==> src/rtl/mult_pkg.sv <==
// Shared definitions for the iterative array multiplier slice.
//   - state_t   : sequencer states (IDLE, ROW, RESOLVE, DONE)
//   - MULT_W    : default operand width
//   - ROW_COUNT : number of carry-save row iterations per multiply
package mult_pkg;

    localparam int unsigned MULT_W    = 8;
    localparam int unsigned ROW_COUNT = MULT_W;

    typedef enum logic [1:0] {
        IDLE    = 2'd0,
        ROW     = 2'd1,
        RESOLVE = 2'd2,
        DONE    = 2'd3
    } state_t;

endpackage

==> src/rtl/carry_save_row.sv <==
// One combinational row of an array multiplier: N independent full adders.
// Ports:
//   pp      [N-1:0] in  : partial product for this row
//   s       [N-1:0] in  : incoming sum vector
//   c       [N-1:0] in  : incoming carry vector (same weight as s)
//   sum_out [N-1:0] out : per-bit sum
//   c_out   [N-1:0] out : per-bit carry (weight one position higher)
module carry_save_row
    import mult_pkg::*;
#(
    parameter int unsigned N = MULT_W
) (
    input  logic [N-1:0] pp,
    input  logic [N-1:0] s,
    input  logic [N-1:0] c,
    output logic [N-1:0] sum_out,
    output logic [N-1:0] c_out
);

    always_comb begin
        sum_out = pp ^ s ^ c;
        c_out   = (pp & s) | (pp & c) | (s & c);
    end

endmodule

==> src/rtl/array_mult_sequencer.sv <==
// Iterative N x N unsigned multiplier reusing a single carry-save row for N
// cycles, then resolving the remaining sum/carry pair with one adder.
// Ports:
//   clk      in          : rising-edge clock
//   rst_n    in          : asynchronous active-low reset
//   start    in          : request a multiply (honoured in IDLE or DONE)
//   a, b     in  [N-1:0] : operands, latched when start is accepted
//   product  out [2N-1:0]: registered result, held until the next done
//   busy     out         : high while rows or the resolve step are running
//   done     out         : one-cycle pulse, product valid in that cycle
module array_mult_sequencer
    import mult_pkg::*;
#(
    parameter int unsigned N = MULT_W
) (
    input  logic           clk,
    input  logic           rst_n,
    input  logic           start,
    input  logic [N-1:0]   a,
    input  logic [N-1:0]   b,
    output logic [2*N-1:0] product,
    output logic           busy,
    output logic           done
);

    localparam int unsigned    IW       = (N > 1) ? $clog2(N) : 1;
    localparam logic [IW-1:0]  LAST_IDX = IW'(N - 1);

    state_t          r_state;
    state_t          w_next;
    logic            w_accept;

    logic [N-1:0]    r_a;
    logic [N-1:0]    r_b;
    logic [N-1:0]    r_s;
    logic [N-1:0]    r_c;
    logic [N-1:0]    r_plo;
    logic [IW-1:0]   r_idx;
    logic [2*N-1:0]  r_product;

    logic [N-1:0]    w_pp;
    logic [N-1:0]    w_sum;
    logic [N-1:0]    w_cout;
    logic [N-1:0]    w_phi;

    always_comb begin
        w_pp  = r_a & {N{r_b[r_idx]}};
        // Carry-out is dropped: the residual s + c always fits in N bits.
        w_phi = r_s + r_c;
    end

    carry_save_row #(.N(N)) u_row (
        .pp      (w_pp),
        .s       (r_s),
        .c       (r_c),
        .sum_out (w_sum),
        .c_out   (w_cout)
    );

    always_ff @(posedge clk or negedge rst_n) begin
        if (!rst_n) begin
            r_state <= IDLE;
        end else begin
            r_state <= w_next;
        end
    end

    always_comb begin
        w_next   = r_state;
        w_accept = 1'b0;
        busy     = 1'b0;
        done     = 1'b0;
        case (r_state)
            IDLE: begin
                if (start) begin
                    w_accept = 1'b1;
                    w_next   = ROW;
                end
            end
            ROW: begin
                busy = 1'b1;
                if (r_idx == LAST_IDX) begin
                    w_next = RESOLVE;
                end
            end
            RESOLVE: begin
                busy   = 1'b1;
                w_next = DONE;
            end
            DONE: begin
                done = 1'b1;
                if (start) begin
                    w_accept = 1'b1;
                    w_next   = ROW;
                end else begin
                    w_next = IDLE;
                end
            end
            default: w_next = IDLE;
        endcase
    end

    // Each row retires its LSB into p_lo; the sum vector shifts down one
    // weight while carries already sit one weight higher, so they stay put.
    always_ff @(posedge clk or negedge rst_n) begin
        if (!rst_n) begin
            r_a       <= '0;
            r_b       <= '0;
            r_s       <= '0;
            r_c       <= '0;
            r_plo     <= '0;
            r_idx     <= '0;
            r_product <= '0;
        end else if (w_accept) begin
            r_a   <= a;
            r_b   <= b;
            r_s   <= '0;
            r_c   <= '0;
            r_plo <= '0;
            r_idx <= '0;
        end else if (r_state == ROW) begin
            r_plo[r_idx] <= w_sum[0];
            r_s          <= {1'b0, w_sum[N-1:1]};
            r_c          <= w_cout;
            r_idx        <= r_idx + IW'(1);
        end else if (r_state == RESOLVE) begin
            r_product <= {w_phi, r_plo};
        end
    end

    assign product = r_product;

endmodule

==> config.mk <==
export PLATFORM = sky130hd
export DESIGN_NAME = array_mult_sequencer
export DESIGN_NICKNAME = d
export VERILOG_FILES = /design/src/rtl/mult_pkg.sv /design/src/rtl/carry_save_row.sv /design/src/rtl/array_mult_sequencer.sv
export SDC_FILE = /design/constraint.sdc
export NUM_CORES = 1
export LEC_CHECK = 0
export ABC_AREA = 0
export BUFFER_PORTS_ARGS = -buffer_cell sky130_fd_sc_hd__buf_4
export CAP_MARGIN = 20
export CELL_PAD_IN_SITES_DETAIL_PLACEMENT = 1
export CELL_PAD_IN_SITES_GLOBAL_PLACEMENT = 1
export CORE_ASPECT_RATIO = 0.7
export CORE_MARGIN = 10
export CORE_UTILIZATION = 46
export DETAILED_ROUTE_END_ITERATION = 16
export PLACE_DENSITY_LB_ADDON = 0.25
export REMOVE_ABC_BUFFERS = 1
export SYNTH_ARGS = -nofsm -noshare
export SYNTH_HDL_FRONTEND = slang
export SYNTH_SLANG_ARGS = --single-unit
export TNS_END_PERCENT = 50
==> constraint.sdc <==
create_clock -name clk -period 2.95 [get_ports clk]
set_input_delay 0.1475 -clock clk [delete_from_list [all_inputs] [get_ports clk]]
set_output_delay 0.1475 -clock clk [all_outputs]
set_load 0.005 [all_outputs]
Yosys cells after proc, flatten, opt, wreduce, memory -nomap -nowiden
Index checks and enable logic that the tools add are counted.
- add/subtract/negate cells: 2
- magnitude comparators: 2
- equality and inequality tests: 6
- multiplexer cells: 21
- bitwise gates (word level): 10
- reductions and logical operators: 7
- operator list (cell ; count):
    2-to-1 mux 8 bit ; 6
    bitwise AND 8 bit ; 4
    OR 8 bit ; 2
    XOR 8 bit ; 2
    adder 8 bit ; 1
    bitwise mux 8 bit ; 1
    case mux 2 bit (4 select lines) ; 1
    2-to-1 mux 1 bit ; 7
    2-to-1 mux 3 bit ; 2
    == test 2 bit, second input constant ; 2
    less-than comparator 3 x 4 -> 1 bit, second input constant ; 1
    2-to-1 mux 2 bit ; 2
    inequality test 2 bit, second input constant ; 2
    OR reduction 2 bit ; 2
    adder 3 x 1 -> 3 bit, second input constant ; 1
    binary-select mux 1 bit (select 3 bit) ; 1
    demux 1 bit (select 3 bit) ; 1
    == test 3 bit, second input constant ; 1
    >= comparator 3 x 1 -> 1 bit, second input constant ; 1
    AND reduction 3 bit ; 1
    == test 2 x 1 -> 1 bit, second input constant ; 1
    zero test 2 bit ; 1
    inverter 1 bit ; 2
    AND reduction 2 bit ; 1
    other kinds (2) ; 2
- register bits after elaboration: 61
- input bits: 19
- output and inout port bits: 18
- logic and storage cells: 56

Logic depth before layout (Yosys ltp)
Gate-level depths: netlist of the first run.
- depth after elaboration: 8
- gate-level depth with buffers: 8
- mapped depth without buffers: 7

Modules after synthesis
From an unflattened synthesis of the first run, not the netlist that was laid out.
- cell total of the unflattened synthesis: 253
- area total of the unflattened synthesis: 3090.5 um^2
- modules (own cells, without submodules) (module ; times used ; cells an instance ; area each (um^2) ; seq. area each (um^2)):
    array_mult_sequencer ; 1 ; 245 ; 2930.3 ; 1501.4
    carry_save_row ; 1 ; 8 ; 160.2 ; 0.0

Worst setup path after synthesis of the first run
OpenSTA, ideal clock, no wires.
- path type: flip-flop to flip-flop
- from: register r_idx[1]
- to: register r_plo[0]
- library setup time: 0.078 ns
- arrival time: 2.568 ns
- data required time: 2.872 ns
- setup slack: 0.303 ns
- cell stages (with the launch flop): 8
- path buffers: 1
- period minus slack after synthesis: 2.647 ns
- path through: dfrtp_1 > buf_6 > mux4_2 > mux2_4 > nand2_1 > fa_1 > or4_2 > a21oi_1
- longest elaborated chain between the ends: 8
- elaborated cells on any way between the ends: 13
- ends and longest elaborated chain (what ; line ; text):
    start, declared ; array_mult_sequencer.sv:38 ; logic [IW-1:0] r_idx;
    start signal, assigned ; array_mult_sequencer.sv:125 ; r_idx <= r_idx + IW'(1);
    binary-select mux 1 bit (select 3 bit) ; array_mult_sequencer.sv:47 ; w_pp = r_a & {N{r_b[r_idx]}};
    2-to-1 mux 1 bit (not written as such) ; array_mult_sequencer.sv:47 ;
    bitwise AND 8 bit ; array_mult_sequencer.sv:47 ;
    XOR 8 bit (2 in series) ; carry_save_row.sv:21 ; sum_out = pp ^ s ^ c;
    bitwise mux 8 bit * ; array_mult_sequencer.sv:122 ; r_plo[r_idx] <= w_sum[0];
    2-to-1 mux 8 bit * ; array_mult_sequencer.sv:121 ; end else if (r_state == ROW) begin
    2-to-1 mux 8 bit * ; array_mult_sequencer.sv:114 ; end else if (w_accept) begin
    end signal, assigned by index ; array_mult_sequencer.sv:122 ;
    end, declared ; array_mult_sequencer.sv:37 ; logic [N-1:0] r_plo;
Every way passes the cells marked *; elsewhere a longest branch is shown, timed or not. The select of a mux whose other input is x is not followed.
A chain may end at the register's enable or synchronous reset.

Worst setup path after layout of the first run
Same ends and word-level chain as after synthesis.

==> reports/results.ini, run 1 <==
[outcome]
status = finished, final reports clean

[clocking]
ctsRootBufferMaster = clkbuf_8
cts_buffers = 9
cts.clk_slew.worst_paths_ns = 0.07
cts_tree = yes
htree_num_levels = 3
cts_setup_buffers = 0
hold_buffers = 1
clock_path_buffers = 2
cts.repair.resized = 0
clkSinkCount = 60
clkLatencyLatePin_ns = 0.34

[sta]
tns_ns = 0
max_freq_ghz = 0.354
finalHoldViolCount = 0
rsz0062_at_grt = false
min_period_ns = 2.82
finClkSkew_ns = 0.00776
slew_headroom_pct = 49.1
post-route-period-util_pct = 95.7
maxSlewViolCount = 0
max_slew.worst_pin.slew_ns = 0.762
setup_viol = 0

[detailed_routing]
num_vias = 2138
drt_iter0_markers = 72
wl_um = 7130
wire_per_inst_um = 17.6
avgViaCountPerCell = 5.28
ant_nets = 0
drcViolationCount = 0
dr.pass1.iters = 5

[critical_path]
path_cells = mux4_1 -> mux2_4 -> nand2_1 -> fa_1 -> or4_2 -> a21oi_1
endpoint_kind = flop
critPathKind = flop to flop
cp-start-kind = flop
critPathRequiredTime_ns = 3.20
cp_top_family = multiplexers
slowest_delay_ns = 0.64
critPathLaunch = r_idx[1]$_DFFE_PN0P_
cp.arrival_ns = 3.07
crit_buf_inv = 0
slowest_stage = or4_2
r2r-start = r_idx[1]$_DFFE_PN0P_
path_max_fanout = 8

[finish]
seq_area_mm2 = 0.00150
drive_gt1_share_pct = 29.3
fin_nets = 351
postLayoutCoreUtil_pct = 58.8
diodes = 0
filler_cell_count = 685
final_cells = 405
multi_input_area_mm2 = 0.00148
syn_to_final_growth_pct = 20.8

[hold_path]
hp-class = input pin to flop
holdCritStartpoint = a[6]

[die]
rows = 24
die-area_mm2 = 0.0105
fp.dieW_um = 118
fp.dieH_um = 88.9
coreArea_mm2 = 0.00640
io_pins = 37
start_util_pct = 48.7

[placement]
gp_congestion = 0.795
post-dp-hpwl_um = 5110
dp.cells = 388
portBuffers = 36

[global_routing]
grt_use_total_pct = 14.7
grt_max_degree = 61
grt_pass1_wl_um = 12200
overflow = 0
grt_pass1_vias = 2297
antenna_found_initial = 0

[synthesis]
ys_types = 40
synth_edf_count = 0
synth_warnings = 0
synth_top_cell_area_share_pct = 48.2
ys_seq_elements = 60
netlist_instances = 266
synth_async_sr_flop_share_pct = 100
syn_area_mm2 = 0.00312
synthTopCellsByArea = dfrtp_1 48%, mux2_2 10%, mux2i_1 6.1%
seq_area_frac_synth_pct = 48.2
synth_top_area_cell = dfrtp_1
ys.flop_type = dfrtp_1
avgSynthCellArea_um2 = 11.7

[power_and_ir_drop]
ir_drop_mv = 0.456
leakage_nw = 1.79
powerDensity_mw_per_mm2 = 1100
total_power_w = 0.00415

[flow_run]
drv_cap = 0

-- sequential cells by signal, summed over array words and instances, names as in the netlist --
signal,count
r_c,8
r_a,8
product,16
r_idx,3
r_state,2
r_plo,8
r_b,8
r_s,7
-- cells in the mapped netlist, types with 2 or more instances --
cell      number
mux2i_1       19
nand3b_1       2
o22ai_1        2
nand2_1       12
fa_1           8
o21ai_0        9
inv_1         23
mux2_2        29
nand3_1        2
buf_2          4
or3_1          2
dfrtp_1       60
nor2_1        19
ha_1          15
nor2b_1       12
nor3b_1        2
nand4b_1       2
clkbuf_1       6
a211oi_1       6
a21oi_1       12
-- per-layer routing --
layer	track usage, %	routed length (µm)	vias up
met4	3.65	62	0
li1	-	-	999
met5	0	0	-
met3	4.77	304	6
met2	23.9	3330	39
met1	18.8	3430	1094
-- placed cells by master, fill, tap and decap left out, types with 2 or more instances in the layout --
cell and instances:
a211oi_1 6, a21oi_1 12, dfrtp_1 60, bufinv_16 3
nand2_1 12, nand4b_1 2, fa_1 8, clkbuf_8 11
nor3b_1 2, nor2b_1 11, inv_1 23, mux2i_1 19
mux2_2 29, or3_1 2, o21ai_0 9, o22ai_1 2
buf_4 43, nor2_1 19, nand3b_1 2, nand3_1 2
ha_1 15
-- logic make-up (layout without fill, tap and decap cells) --
family,count (synthesis),after routing,synth area share [%]
XOR/XNOR,2,2,0.562
adder cells (fa/ha/maj),23,23,11.2
AND/OR/NAND/NOR,57,57,9.31
AO/OA/AOI/OAI,38,38,7.55
buffers and inverters,35,83,4.62
flip-flops,60,60,48.2
multiplexers,51,51,18.6
-- where the power goes --
| group | leakage (nW) | total [W] | internal, W | switching (W) |
|---|---|---|---|---|
| logic | 0.885 | 0.00189 | 0.000917 | 0.000969 |
| registers | 0.774 | 0.00134 | 0.00113 | 0.000209 |
| clock network | 0.127 | 0.000929 | 0.000607 | 0.000323 |
-- path summary, 6_finish.rpt --
kind,to,cells after the start,slack (ns)
worst min-delay path,r_a[6]$_DFFE_PN0P_,2,0.04
worst max register to register,r_plo[0]$_DFFE_PN0P_,6,0.13
worst max-delay path,r_plo[0]$_DFFE_PN0P_,6,0.13
min in group asynchronous,r_a[1]$_DFFE_PN0P_,2,0.42
max in group asynchronous,r_s[5]$_DFFE_PN0P_,2,2.02
worst min register to register,product[7]$_DFFE_PN0P_,1,0.50
-- final cells by class --
cell class	count	share of cell area, %
repair buffers	44	8.84
flip-flops and latches	60	39.9
inverters	23	2.29
multi-input cells	171	39.3
clock buffers	12	4.12
clock inverters	4	2.53
well taps	91	3.03
-- per-stage QoR --
step	hold slack, ns	cell area, µm²	worst slack (ns)
after floorplan	-0.148	3060	0.0253
final	0.0394	3760	0.128
after global routing	0.0324	3760	0.0254
after detailed placement	0.271	3500	0.179
after CTS	0.0255	3760	0.116
after global placement	0.276	3500	0.315
(Power assumes the default switching activity.)
==> inputs of run 2 (changes only) <==
ABC_AREA = 1   (was 0)
CAP_MARGIN = not set   (was 20)
CORE_UTILIZATION = 44   (was 46)
==> run 2 against run 1 <==
Effect of this change: sequential power up 7%; count of clock-buffer cells in the layout stayed put; first-iteration DRC count up 42%; sequential share of layout area rose by 0.83 points; area after synthesis increased by 2.2%; hold slack got worse by 0.028 ns; total power up 1.2%; clock skew down 0.0019 ns; clock power is 27% lower; critical endpoint is now r_plo[6]$_DFFE_PN0P_; highest routed layer unchanged.
==> reports/results.ini, run 2 <==
[placement]
dp.cells = 492
post-dp-hpwl_um = 5460
gp_congestion = 0.780
portBuffers = 36

[synthesis]
synth_warnings = 0
synth_top_area_cell = dfrtp_1
ys_types = 27
ys.flop_type = dfrtp_1
synth.most_common_cell = nand2_1
synth_async_sr_flop_share_pct = 100
seq_area_frac_synth_pct = 47.2
avgSynthCellArea_um2 = 8.54
synth_edf_count = 0
synthTopCellsByArea = dfrtp_1 47%, nand2_1 14%, ha_1 5.9%
syn_area_mm2 = 0.00318
synth_top_cell_area_share_pct = 47.2
ys_seq_elements = 60
netlist_instances = 373
synth_common_cells = 122 x nand2_1, 60 x dfrtp_1, 44 x inv_1

[critical_path]
critPathKind = flop to flop
rr_worst_depth = 12
slowest_delay_ns = 0.54
r2r-start = r_idx[0]$_DFFE_PN0P_
crit_end = r_plo[6]$_DFFE_PN0P_
endpoint_kind = flop
cp.arrival_ns = 2.46
path_cells = inv_6 -> nand2_1 -> nand2_1 -> nand2_1 -> nand2_1 -> nand2_2 -> nand2_4 -> nand2_1 -> fa_1 -> nor2_2 -> o21ai_0 -> inv_1
critPathRequiredTime_ns = 3.17
rrSetupSlack_ns = 0.71
crit_top_cell = nand2_1
path_max_fanout = 9
critPathLaunch = r_idx[0]$_DFFE_PN0P_
r2r-end = r_plo[6]$_DFFE_PN0P_
slowest_stage = fa_1
cp-start-kind = flop

[power_and_ir_drop]
powerDensity_mw_per_mm2 = 1140
clkPwrFrac_pct = 16.1
comb_power_share_pct = 50.0
leakage_nw = 1.91
seqPwrFrac_pct = 33.9
internal_power_w = 0.00235
p_sw_w = 0.00185
ir_drop_mv = 0.423
swShare_pct = 44.0

[detailed_routing]
ant_nets = 0
m1WireLength_um = 3650
drt_iter0_markers = 102
met2WireLength_um = 3280
top_layer_used = met4
dr.pass1.iters = 4
drcViolationCount = 0
wire_per_inst_um = 14.6
num_vias = 2512
wl_met3_um = 356
wl_um = 7380
avgViaCountPerCell = 4.95

[die]
rows = 25
die-area_mm2 = 0.0111
fp.dieW_um = 122
start_util_pct = 46.3
io_pins = 37
fp.dieH_um = 91.2
coreArea_mm2 = 0.00688

[sta]
rsz0062_at_grt = false
slew_headroom_pct = 48.7
post-route-period-util_pct = 76.1
setup_viol = 0
max_slew.worst_pin.slew_ns = 0.770
min_period_ns = 2.24
max_freq_ghz = 0.446
finalHoldViolCount = 0
finClkSkew_ns = 0.00584
maxSlewViolCount = 0
tns_ns = 0

[finish]
largest_reg_flops = 16
mostFrequentLayoutCells = 122 x nand2_1, 60 x dfrtp_1, 44 x inv_1
mostFrequentLayoutCell = nand2_1
syn_to_final_growth_pct = 15.8
drive_gt1_share_pct = 16.0
diodes = 0
final_cells = 507
fin_nets = 452

[flow_run]
drv_cap = 0

[hold_path]
hp-class = input pin to flop

[clocking]
hold_buffers = 1
clkSinkCount = 60
cts_buffers = 9
cts.clk_slew.worst_paths_ns = 0.06
htree_num_levels = 3
clock_path_buffers = 2
clkLatencyLatePin_ns = 0.34
cts_setup_buffers = 0
cts.repair.resized = 0
cts_tree = yes
ctsRootBufferMaster = clkbuf_8

[outcome]
status = finished, final reports clean

[global_routing]
grt_pass1_vias = 2757
grt_use_total_pct = 14.6
overflow = 0
grt_max_degree = 61
antenna_found_initial = 0
grt_pass1_wl_um = 13200

==> run 2: area by class of cell <==
type,count,area (µm²)
Sequential cell,60,1500
Timing Repair Buffer,39,295
Clock inverter,2,10.0
Multi-Input combinational cell,252,1410
Fill cell,837,3190
Clock buffer,12,165
Tap cell,94,118
Inverter,48,188
==> run 2: power groups by stage <==
stage          clock network [W]  registers (W)  logic, W
2_1_floorplan                  0        0.00139   0.00146
3_3_place_gp                   0        0.00143   0.00202
3_5_place_dp                   0        0.00144   0.00212
4_1_cts                 0.000691        0.00143   0.00214
5_1_grt                 0.000737        0.00148   0.00245
6_report                0.000675        0.00143   0.00210
==> run 2: kinds of logic (layout without fill, tap and decap cells) <==
kind of cell             after synthesis  count (layout)  share of synthesized area, %
adder cells (fa/ha/maj)               23              23                          10.9
buffers and inverters                 61             101                          8.57
AO/OA/AOI/OAI                         54              54                          10.7
flip-flops                            60              60                          47.2
AND/OR/NAND/NOR                      175             175                          22.7
==> run 2: worst min-delay path by stage <==
stage               slack (ns)                     end  start  cells after the start
global placement          0.28      r_s[4]$_DFFE_PN0P_  rst_n                      1
global route             0.002      r_b[5]$_DFFE_PN0P_   b[5]                      3
floorplan                -0.15  product[0]$_DFFE_PN0P_  rst_n                      0
detailed placement        0.28      r_c[4]$_DFFE_PN0P_  rst_n                      1
finish                    0.01      r_b[3]$_DFFE_PN0P_   b[3]                      3
CTS                     0.0006      r_b[3]$_DFFE_PN0P_   b[3]                      3
==> run 2: stage by stage <==
step           hold slack, ns  setup WS, ns  utilization, %  cell area, µm²  total power (W)
2_1_floorplan          -0.148          1.03               -            3100          0.00285
3_3_place_gp            0.284         0.878            50.9            3500          0.00345
3_5_place_dp            0.283         0.707            50.9            3500          0.00357
4_1_cts              0.000577         0.691            53.6            3690          0.00426
5_1_grt               0.00228         0.487            53.6            3690          0.00467
6_report               0.0115         0.706            53.6            3690          0.00420
==> run 2: worst max-delay path, delay by kind of cell (launching register included) <==
family	cells	cell delay [ns]
simple gates	8	0.65
fa+ha+maj	1	0.54
flops	1	0.52
compound gates	1	0.21
buf+inv	2	0.20
==> run 2: layer usage <==
metal  global-route usage (%)  up-vias
met5                        0        -
met4                     4.95        0
met3                     4.82        8
met2                     22.1       40
met1                     19.2     1219
li1                         -     1245
==> inputs of run 3 (changes only) <==
ABC_AREA = 0   (was 1)
CORE_UTILIZATION = 46   (was 44)
clock period = 2.2 ns   (was 2.95 ns; I/O delays follow)
==> run 3 against run 2 <==
Effect of this change: the flow now finishes with violations (negative setup slack); die area decreased by 5.2%; first-iteration DRC count down 5.9%; setup slack got worse by 0.96 ns; wire length is 4.8% higher.
==> reports/results.ini, run 3 (synthesized netlist as in run 1, its figures left out) <==
[clocking]
clkSinkCount = 60
clock_path_buffers = 2
ctsRootBufferMaster = clkbuf_8
htree_num_levels = 3
cts_buffers = 9
cts.clk_slew.worst_paths_ns = 0.07
cts_tree = yes
clkLatencyLatePin_ns = 0.34

[placement]
gp_congestion = 0.752
post-dp-hpwl_um = 5290
portBuffers = 36
place_area_mm2 = 0.00359
dp_slack_ns = -0.398
dp.cells = 398

[sta]
post-route-period-util_pct = 112
slew_headroom_pct = 47.9
finalHoldViolCount = 0
max_freq_ghz = 0.408
finClkSkew_ns = 0.00979
worst_slack_ns = -0.253
rsz0062_at_grt = true
tns_ns = -1.78
max_slew.worst_pin.slew_ns = 0.781
setup_viol = 15
min_period_ns = 2.45
maxSlewViolCount = 0

[detailed_routing]
wire_per_inst_um = 17.9
num_vias = 2254
dr.pass1.iters = 4
drcViolationCount = 0
drt_iter0_markers = 96
ant_nets = 0
avgViaCountPerCell = 5.23
wl_um = 7730

[hold_path]
hp-class = input pin to flop
whs_path_depth = 2

[outcome]
violations = negative setup slack
status = complete, but fails checks

[die]
coreArea_mm2 = 0.00640
rows = 24
io_pins = 37
die-area_mm2 = 0.0105
fp.dieW_um = 118
start_util_pct = 48.7
fp.dieH_um = 88.9

[critical_path]
crit_cells = 6
critPathKind = flop to flop
slowest_stage = mux4_2
rr_worst_depth = 6
crit_buf_inv = 0
cp.arrival_ns = 2.72
slowest_delay_ns = 0.52
critPathRequiredTime_ns = 2.47
path_cells = mux4_2 -> mux2_4 -> nand2_2 -> fa_1 -> or4_4 -> a21oi_2
cp_top_family = multiplexers
path_max_fanout = 3
endpoint_kind = flop
cp-start-kind = flop

[global_routing]
antenna_found_initial = 0
grt_pass1_wl_um = 12900
grt_max_degree = 61
grt_pass1_vias = 2489
overflow = 0
grt_use_total_pct = 15.5

[finish]
fin_nets = 377
filler_cell_count = 681
diodes = 0
drive_gt1_share_pct = 35.6
multi_input_area_mm2 = 0.00153
design_area_mm2 = 0.00399
mostFrequentLayoutCell = dfrtp_1
largest_reg_flops = 16
final_cells = 431
seq_area_mm2 = 0.00150
mostFrequentLayoutCells = 60 x dfrtp_1, 52 x buf_4, 29 x mux2_2
syn_to_final_growth_pct = 28.1

[power_and_ir_drop]
leakage_nw = 1.88
ir_drop_mv = 0.592
total_power_w = 0.00574
powerDensity_mw_per_mm2 = 1440

[flow_run]
drv_cap = 0

-- run 3: worst paths after layout --
check | from | endpoint | slack (ns)
worst max-delay path | r_idx[1]$_DFFE_PN0P_ | r_plo[0]$_DFFE_PN0P_ | -0.25
worst min-delay path | a[7] | r_a[7]$_DFFE_PN0P_ | 0.01
worst max register to register | r_idx[1]$_DFFE_PN0P_ | r_plo[0]$_DFFE_PN0P_ | -0.25
worst min register to register | product[10]$_DFFE_PN0P_ | product[10]$_DFFE_PN0P_ | 0.51
max in group asynchronous | rst_n | r_c[4]$_DFFE_PN0P_ | 1.29
min in group asynchronous | rst_n | product[11]$_DFFE_PN0P_ | 0.38
-- run 3: area by class of cell --
class	count	share of cell area (%)
Inverter	23	2.23
Tap cell	91	2.85
Timing Repair Buffer	70	14.9
Clock inverter	7	1.10
Clock buffer	9	3.10
Multi-Input combinational cell	171	38.2
Sequential cell	60	37.6
-- run 3: metal layers --
layer	part of all wire (%)	track usage (%)	vias up
met3	4.8	5.34	8
met1	45	18.8	1152
met4	1.0	4.42	0
li1	-	-	1048
met2	49	26.0	46
met5	0	0	-
-- run 3: worst register-to-register path, delay by kind of cell, from the launching register on --
family | cells | cell delay [ns]
multiplexers | 2 | 0.82
AND/OR/NAND/NOR | 2 | 0.57
adder cells (fa/ha/maj) | 1 | 0.44
flip-flops | 1 | 0.42
AO/OA/AOI/OAI | 1 | 0.14
-- run 3: where the power goes --
part	switching, W	internal, W
Combinational	0.00150	0.00159
Sequential	0.000283	0.00151
Clock	0.000454	0.000401
Total	0.00224	0.00350
-- run 3: stage by stage --
stage	hold slack, ns	utilization (%)
6_report	0.0149	62.4
3_3_place_gp	0.240	56.1
5_1_grt	0.00507	62.4
2_1_floorplan	-0.186	-
3_5_place_dp	0.242	56.1
4_1_cts	0.00299	61.5
-- run 3: what timing repair did --
action | in CTS | in global routing
setup endpoints to repair | 14 | 15
setup buffers | 3 | 1
hold buffers | 14 | 0
pin swaps | 9 | 10
resized for setup | 10 | 14
endpoints found under the hold margin | 73 | 0
